## config.mk

```make
export PLATFORM = sky130hd
export DESIGN_NAME = enigma_stream_ctrl
export DESIGN_NICKNAME = d
export VERILOG_FILES = /design/src/rtl/enigma_stream_ctrl.sv
export SDC_FILE = /design/constraint.sdc
export NUM_CORES = 1
export LEC_CHECK = 0
export BUFFER_PORTS_ARGS = -buffer_cell sky130_fd_sc_hd__clkbuf_2
export CAP_MARGIN = 40
export CORE_ASPECT_RATIO = 1.1
export CORE_UTILIZATION = 53
export CTS_CLUSTER_SIZE = 25
export DETAILED_ROUTE_END_ITERATION = 7
export PLACE_DENSITY = 0.79
export SKIP_LAST_GASP = 1
export SYNTH_ARGS = -nofsm -noshare
export SYNTH_HDL_FRONTEND = slang
export SYNTH_SLANG_ARGS = --single-unit
```

## constraint.sdc

```tcl
create_clock -name clk -period 2.2 [get_ports clk]
set_input_delay 0.22 -clock clk [delete_from_list [all_inputs] [get_ports clk]]
set_output_delay 0.22 -clock clk [all_outputs]
set_load 0.05 [all_outputs]
```

## src/rtl/enigma_stream_ctrl.sv

```systemverilog
// enigma_stream_ctrl
// Sequences one message through the external four-box substitution datapath.
// Characters arrive over a valid/ready handshake. Letters are held on the
// datapath for LAT cycles and the encoded result is presented downstream.
// Non-letters skip the datapath. The 2-bit setting advances like a rotor
// every STEP_PERIOD encoded letters.
module enigma_stream_ctrl #(
   parameter int unsigned LAT         = 2,
   parameter int unsigned STEP_PERIOD = 5
) (
   input  logic        clk,
   input  logic        rst,
   input  logic        start,
   input  logic [1:0]  key_init,
   input  logic        abort,
   input  logic        in_valid,
   input  logic [7:0]  in_char,
   input  logic        in_last,
   output logic        in_ready,
   output logic [7:0]  dp_char,
   output logic [1:0]  dp_setting,
   input  logic [7:0]  dp_result,
   output logic        out_valid,
   output logic [7:0]  out_char,
   input  logic        out_ready,
   output logic        busy,
   output logic        done,
   output logic [15:0] letter_cnt
);

   typedef enum logic [1:0] {
      IDLE  = 2'd0,
      READY = 2'd1,
      DRIVE = 2'd2,
      HOLD  = 2'd3
   } state_t;

   localparam logic [3:0] LAT_LOAD  = 4'(LAT);
   localparam logic [3:0] STEP_LAST = 4'(STEP_PERIOD - 1);

   state_t      state;
   state_t      state_nxt;

   logic [3:0]  wait_cnt;
   logic        last_q;
   logic        byp_q;
   logic [1:0]  setting;
   logic [3:0]  step_cnt;
   logic [15:0] letter_q;
   logic [7:0]  out_char_q;
   logic [7:0]  dp_char_q;
   logic [1:0]  dp_setting_q;
   logic        done_q;

   logic        accept;
   logic        finish;
   logic        encode_done;
   logic        handoff;

   // Only upper-case ASCII letters are routed through the substitution boxes.
   function automatic logic is_letter(input logic [7:0] c);
      return (c >= 8'h41) && (c <= 8'h5A);
   endfunction

   // Rotor advance: 3 wraps back to 0.
   function automatic logic [1:0] next_setting(input logic [1:0] s);
      return s + 2'd1;
   endfunction

   assign accept      = (state == READY) && in_valid;
   assign finish      = (state == DRIVE) && (wait_cnt == 4'd1);
   assign encode_done = finish && !byp_q;
   assign handoff     = (state == HOLD) && out_ready;

   // State register.
   always_ff @(posedge clk or posedge rst) begin
      if (rst) begin
         state <= IDLE;
      end else begin
         state <= state_nxt;
      end
   end

   // Next-state logic; abort overrides every transition, including start in IDLE.
   always_comb begin
      state_nxt = state;
      if (abort) begin
         state_nxt = IDLE;
      end else begin
         case (state)
            IDLE:    if (start)           state_nxt = READY;
            READY:   if (in_valid)        state_nxt = DRIVE;
            DRIVE:   if (wait_cnt == 4'd1) state_nxt = HOLD;
            HOLD: begin
               if (out_ready) state_nxt = last_q ? IDLE : READY;
            end
            default: state_nxt = IDLE;
         endcase
      end
   end

   // Handshake and status outputs decoded straight from the state so that
   // reset clears them without waiting for a clock edge.
   always_comb begin
      in_ready  = (state == READY);
      out_valid = (state == HOLD);
      busy      = (state != IDLE);
   end

   // Character capture. A bypassed byte still spends one DRIVE cycle (wait=1)
   // so its output appears one cycle after accept; byp_q keeps that cycle from
   // touching the datapath result or the rotor.
   always_ff @(posedge clk or posedge rst) begin
      if (rst) begin
         wait_cnt     <= 4'd0;
         last_q       <= 1'b0;
         byp_q        <= 1'b0;
         dp_char_q    <= 8'h00;
         dp_setting_q <= 2'd0;
      end else if (!abort) begin
         if (accept) begin
            last_q <= in_last;
            if (is_letter(in_char)) begin
               byp_q        <= 1'b0;
               wait_cnt     <= LAT_LOAD;
               dp_char_q    <= in_char;
               dp_setting_q <= setting;
            end else begin
               byp_q    <= 1'b1;
               wait_cnt <= 4'd1;
            end
         end else if (state == DRIVE) begin
            wait_cnt <= wait_cnt - 4'd1;
         end
      end
   end

   // Rotor state: loaded from the key on start, stepped after every
   // STEP_PERIOD encoded letters. Retained across abort.
   always_ff @(posedge clk or posedge rst) begin
      if (rst) begin
         setting  <= 2'd0;
         step_cnt <= 4'd0;
         letter_q <= 16'd0;
      end else if (!abort) begin
         if ((state == IDLE) && start) begin
            setting  <= key_init;
            step_cnt <= 4'd0;
            letter_q <= 16'd0;
         end else if (encode_done) begin
            letter_q <= letter_q + 16'd1;
            if (step_cnt == STEP_LAST) begin
               step_cnt <= 4'd0;
               setting  <= next_setting(setting);
            end else begin
               step_cnt <= step_cnt + 4'd1;
            end
         end
      end
   end

   // Output character register: bypass bytes load on accept, letters load the
   // datapath result on the final DRIVE edge; stable throughout HOLD.
   always_ff @(posedge clk or posedge rst) begin
      if (rst) begin
         out_char_q <= 8'h00;
      end else if (!abort) begin
         if (accept && !is_letter(in_char)) begin
            out_char_q <= in_char;
         end else if (encode_done) begin
            out_char_q <= dp_result;
         end
      end
   end

   // done pulses for one cycle after the final character's handoff edge.
   always_ff @(posedge clk or posedge rst) begin
      if (rst) begin
         done_q <= 1'b0;
      end else begin
         done_q <= !abort && handoff && last_q;
      end
   end

   assign dp_char    = dp_char_q;
   assign dp_setting = dp_setting_q;
   assign out_char   = out_char_q;
   assign done       = done_q;
   assign letter_cnt = letter_q;

endmodule

```

==> run metrics <==
endpoints failing hold 0; post-synthesis net count 291; Post-synth ARST share 100%; Starting Density 55.8%; mapped cell area 2620 sq um; die width 69.0 microns; Iter 0 DRT Violations 161; DR vias 2168; GRT Total Usage 24.7%; Sink Count 49; CP startpoint state[0]; share of the yosys chip area belonging to registers 46.9%; min-delay src in_last; status finished, final reports clean; vias in the first global route 2133; share of layout cells above drive strength 1 31.7%; Reg-to-Reg Start state[0]; maximum net fanout on the critical path 13; Final period util 94.2%; EDFF count, synth 0; area grow syn2layout 19.0%; crit-path cells inv_1 > ha_1 > nor3b_4 > a21oi_2 > buf_4 > or3_1 > a21oi_1; CP arrival 2300 ps; pwr dens 1080 nW/um^2; worst path bufs/invs 2; DRC errors left 0; Worst Path Required 2430 ps; # setup viols final 0; CTS tree yes; # Max-Cap Violations 0; mean cell area of the mapped netlist 10.2 sq um; grt ovf 0; CTS resizes 0; PortBufs 62; CTS max path bufs 2; Std-Cell Rows 26; Yosys reg bits 49; Avg WL per Cell 15.0 microns; antenna violations before repair 0; Slew HR 65.3%; Post-synth top flop dfrtp_1; dominant delay contributor by cell family on the critical path simple AND/OR/NAND/NOR gates; Max stage delay on crit path 440 ps; clk slew on worst S/H paths 90 ps; largest net degree at the start of global routing 29; clk root buf clkbuf_8; Synth warnings 0; Crit. End Element flop; CTS buffer count 5; hold_buf cts 1; DPL Wire Length 4390 microns; Worst Max-Slew Pin Slew 521 ps; setup tns final 0 ps; H-tree Lvls 2; DRT Pass-1 Iters 4; largest cells by area after synthesis dfrtp_1 47%, ha_1 4.3%, o221a_2 3.4%, nor2_1 3.2%, nand2b_1 3.1%; clk_skew 9.51 ps; antenna viol nets, final 0; peak supply drop 0.000681 V; time the worst path needs with I/O delays and setup 2070 ps; RSZ-0062 raised after global routing false; RePlAce Congestion 0.894; top cell type's share of synthesized area 46.9%; Clock Latency Late Sink 310 ps; Hold WC Path Type in2reg; routed vias/inst 5.65; Final nets 361; n_diodes 0; Peak Freq 482 MHz; WL final 5740 microns; Critical Path Start Type flop; post-CTS setup buffer count 0; leakage 1.47 nW; CP max stage cell dfrtp_1; fin cells 384; total die area 5220 sq um; unique cell type count in the Yosys netlist 46; first-pass GRT wire length 9470 microns; cell taking the most area after synthesis dfrtp_1; dpl cells 375; Die Ht 75.7 microns; I/O Pins 63; Synth Instances 257; Final Max Slew Viols 0; core area 4680 sq um; critical path type reg2reg
==> cells in the final DEF (no fill, tap or decap), drive strengths merged, types with 6 or more instances in the layout <==
master,n
or3,6
o211ai,7
nand3,8
xnor2,6
buf,11
mux2,7
nand2b,13
o21ai,10
ha,9
o221a,8
clkbuf,68
a21oi,16
nor3,7
nor2,22
nand2,13
inv,14
dfrtp,49
==> final timing paths <==
path / to / slack (ps) / cells past startpoint
min in group asynchronous: step_cnt[2] / 450 / 3
min: last_q / 130 / 3
min reg2reg: dp_char[6] / 490 / 1
max in group asynchronous: dp_char[0] / 1020 / 4
max: step_cnt[3] / 130 / 7
max reg2reg: step_cnt[3] / 130 / 7
==> layer usage <==
layer  vias up  wire length, microns  track usage [%]
met1      1030                  2480             30.9
met3         6                   267             5.39
li1       1072                     -                -
met5         -                     0                0
met4         0                    54             6.12
met2        60                  2940             43.0
==> state kept, by name (all words and copies together) (netlist names) <==
signal	count
letter_cnt	16
dp_char	8
out_char	8
step_cnt	4
wait_cnt	4
dp_setting	2
setting	2
state	2
byp_q	1
done	1
last_q	1
==> synth_stat cells, types with 3 or more instances <==
library cell / number
dfrtp_1: 49
nor2_1: 22
a21oi_1: 15
inv_1: 14
nand2_1: 13
nand2b_1: 13
ha_1: 9
o21ai_0: 9
nand3_1: 8
o221a_2: 8
buf_2: 7
mux2_2: 7
nor3_1: 7
o211ai_1: 7
or3_1: 6
xnor2_1: 6
nand4_1: 4
o21a_1: 4
o31ai_1: 4
or4_1: 4
and2_1: 3
nor2b_1: 3
==> cell type report <==
| type | count | area [sq um] |
|---|---|---|
| fill | 391 | 1570 |
| tap | 56 | 70.1 |
| clock inverter | 2 | 10.0 |
| timing repair buffer | 74 | 403 |
| inverter | 14 | 52.6 |
| sequential | 49 | 1230 |
| clock buffer | 6 | 72.6 |
| multi-input combinational | 183 | 1280 |
==> cells by family after synthesis <==
| kind of cell | count (synthesis) | share of synthesized area (%) |
|---|---|---|
| compound gates | 59 | 16.5 |
| xor+xnor | 8 | 2.68 |
| fa+ha+maj | 9 | 4.30 |
| buf+inv | 25 | 4.35 |
| flops | 49 | 46.9 |
| mux | 8 | 3.40 |
| simple gates | 99 | 22.0 |
==> worst reg2reg max path: stages (launching register included) <==
cell	delay (ps)
dfrtp_1	440
inv_1	110
ha_1	240
nor3b_4	300
a21oi_2	200
buf_4	200
or3_1	350
a21oi_1	160
==> power breakdown <==
group	switching [W]	internal, W
Clock	0.000298	0.000221
Combinational	0.00103	0.000519
Sequential	0.000186	0.00112
==> through the flow <==
| stage | utilization, % | hold WS, ps | power [W] | cell area, sq um | setup slack (ps) |
|---|---|---|---|---|---|
| final | 66.5 | 129 | 0.00338 | 3110 | 127 |
| after global routing | 66.5 | 135 | 0.00357 | 3110 | 9.22 |
| after CTS | 66.5 | 127 | 0.00340 | 3110 | 138 |
| after detailed placement | 64.5 | 237 | 0.00288 | 3020 | 175 |
| after global placement | 64.5 | 239 | 0.00283 | 3020 | 270 |
| after floorplan | - | 337 | 0.00248 | 2620 | 34.1 |
Note: power is estimated with default switching activity, not from simulation.
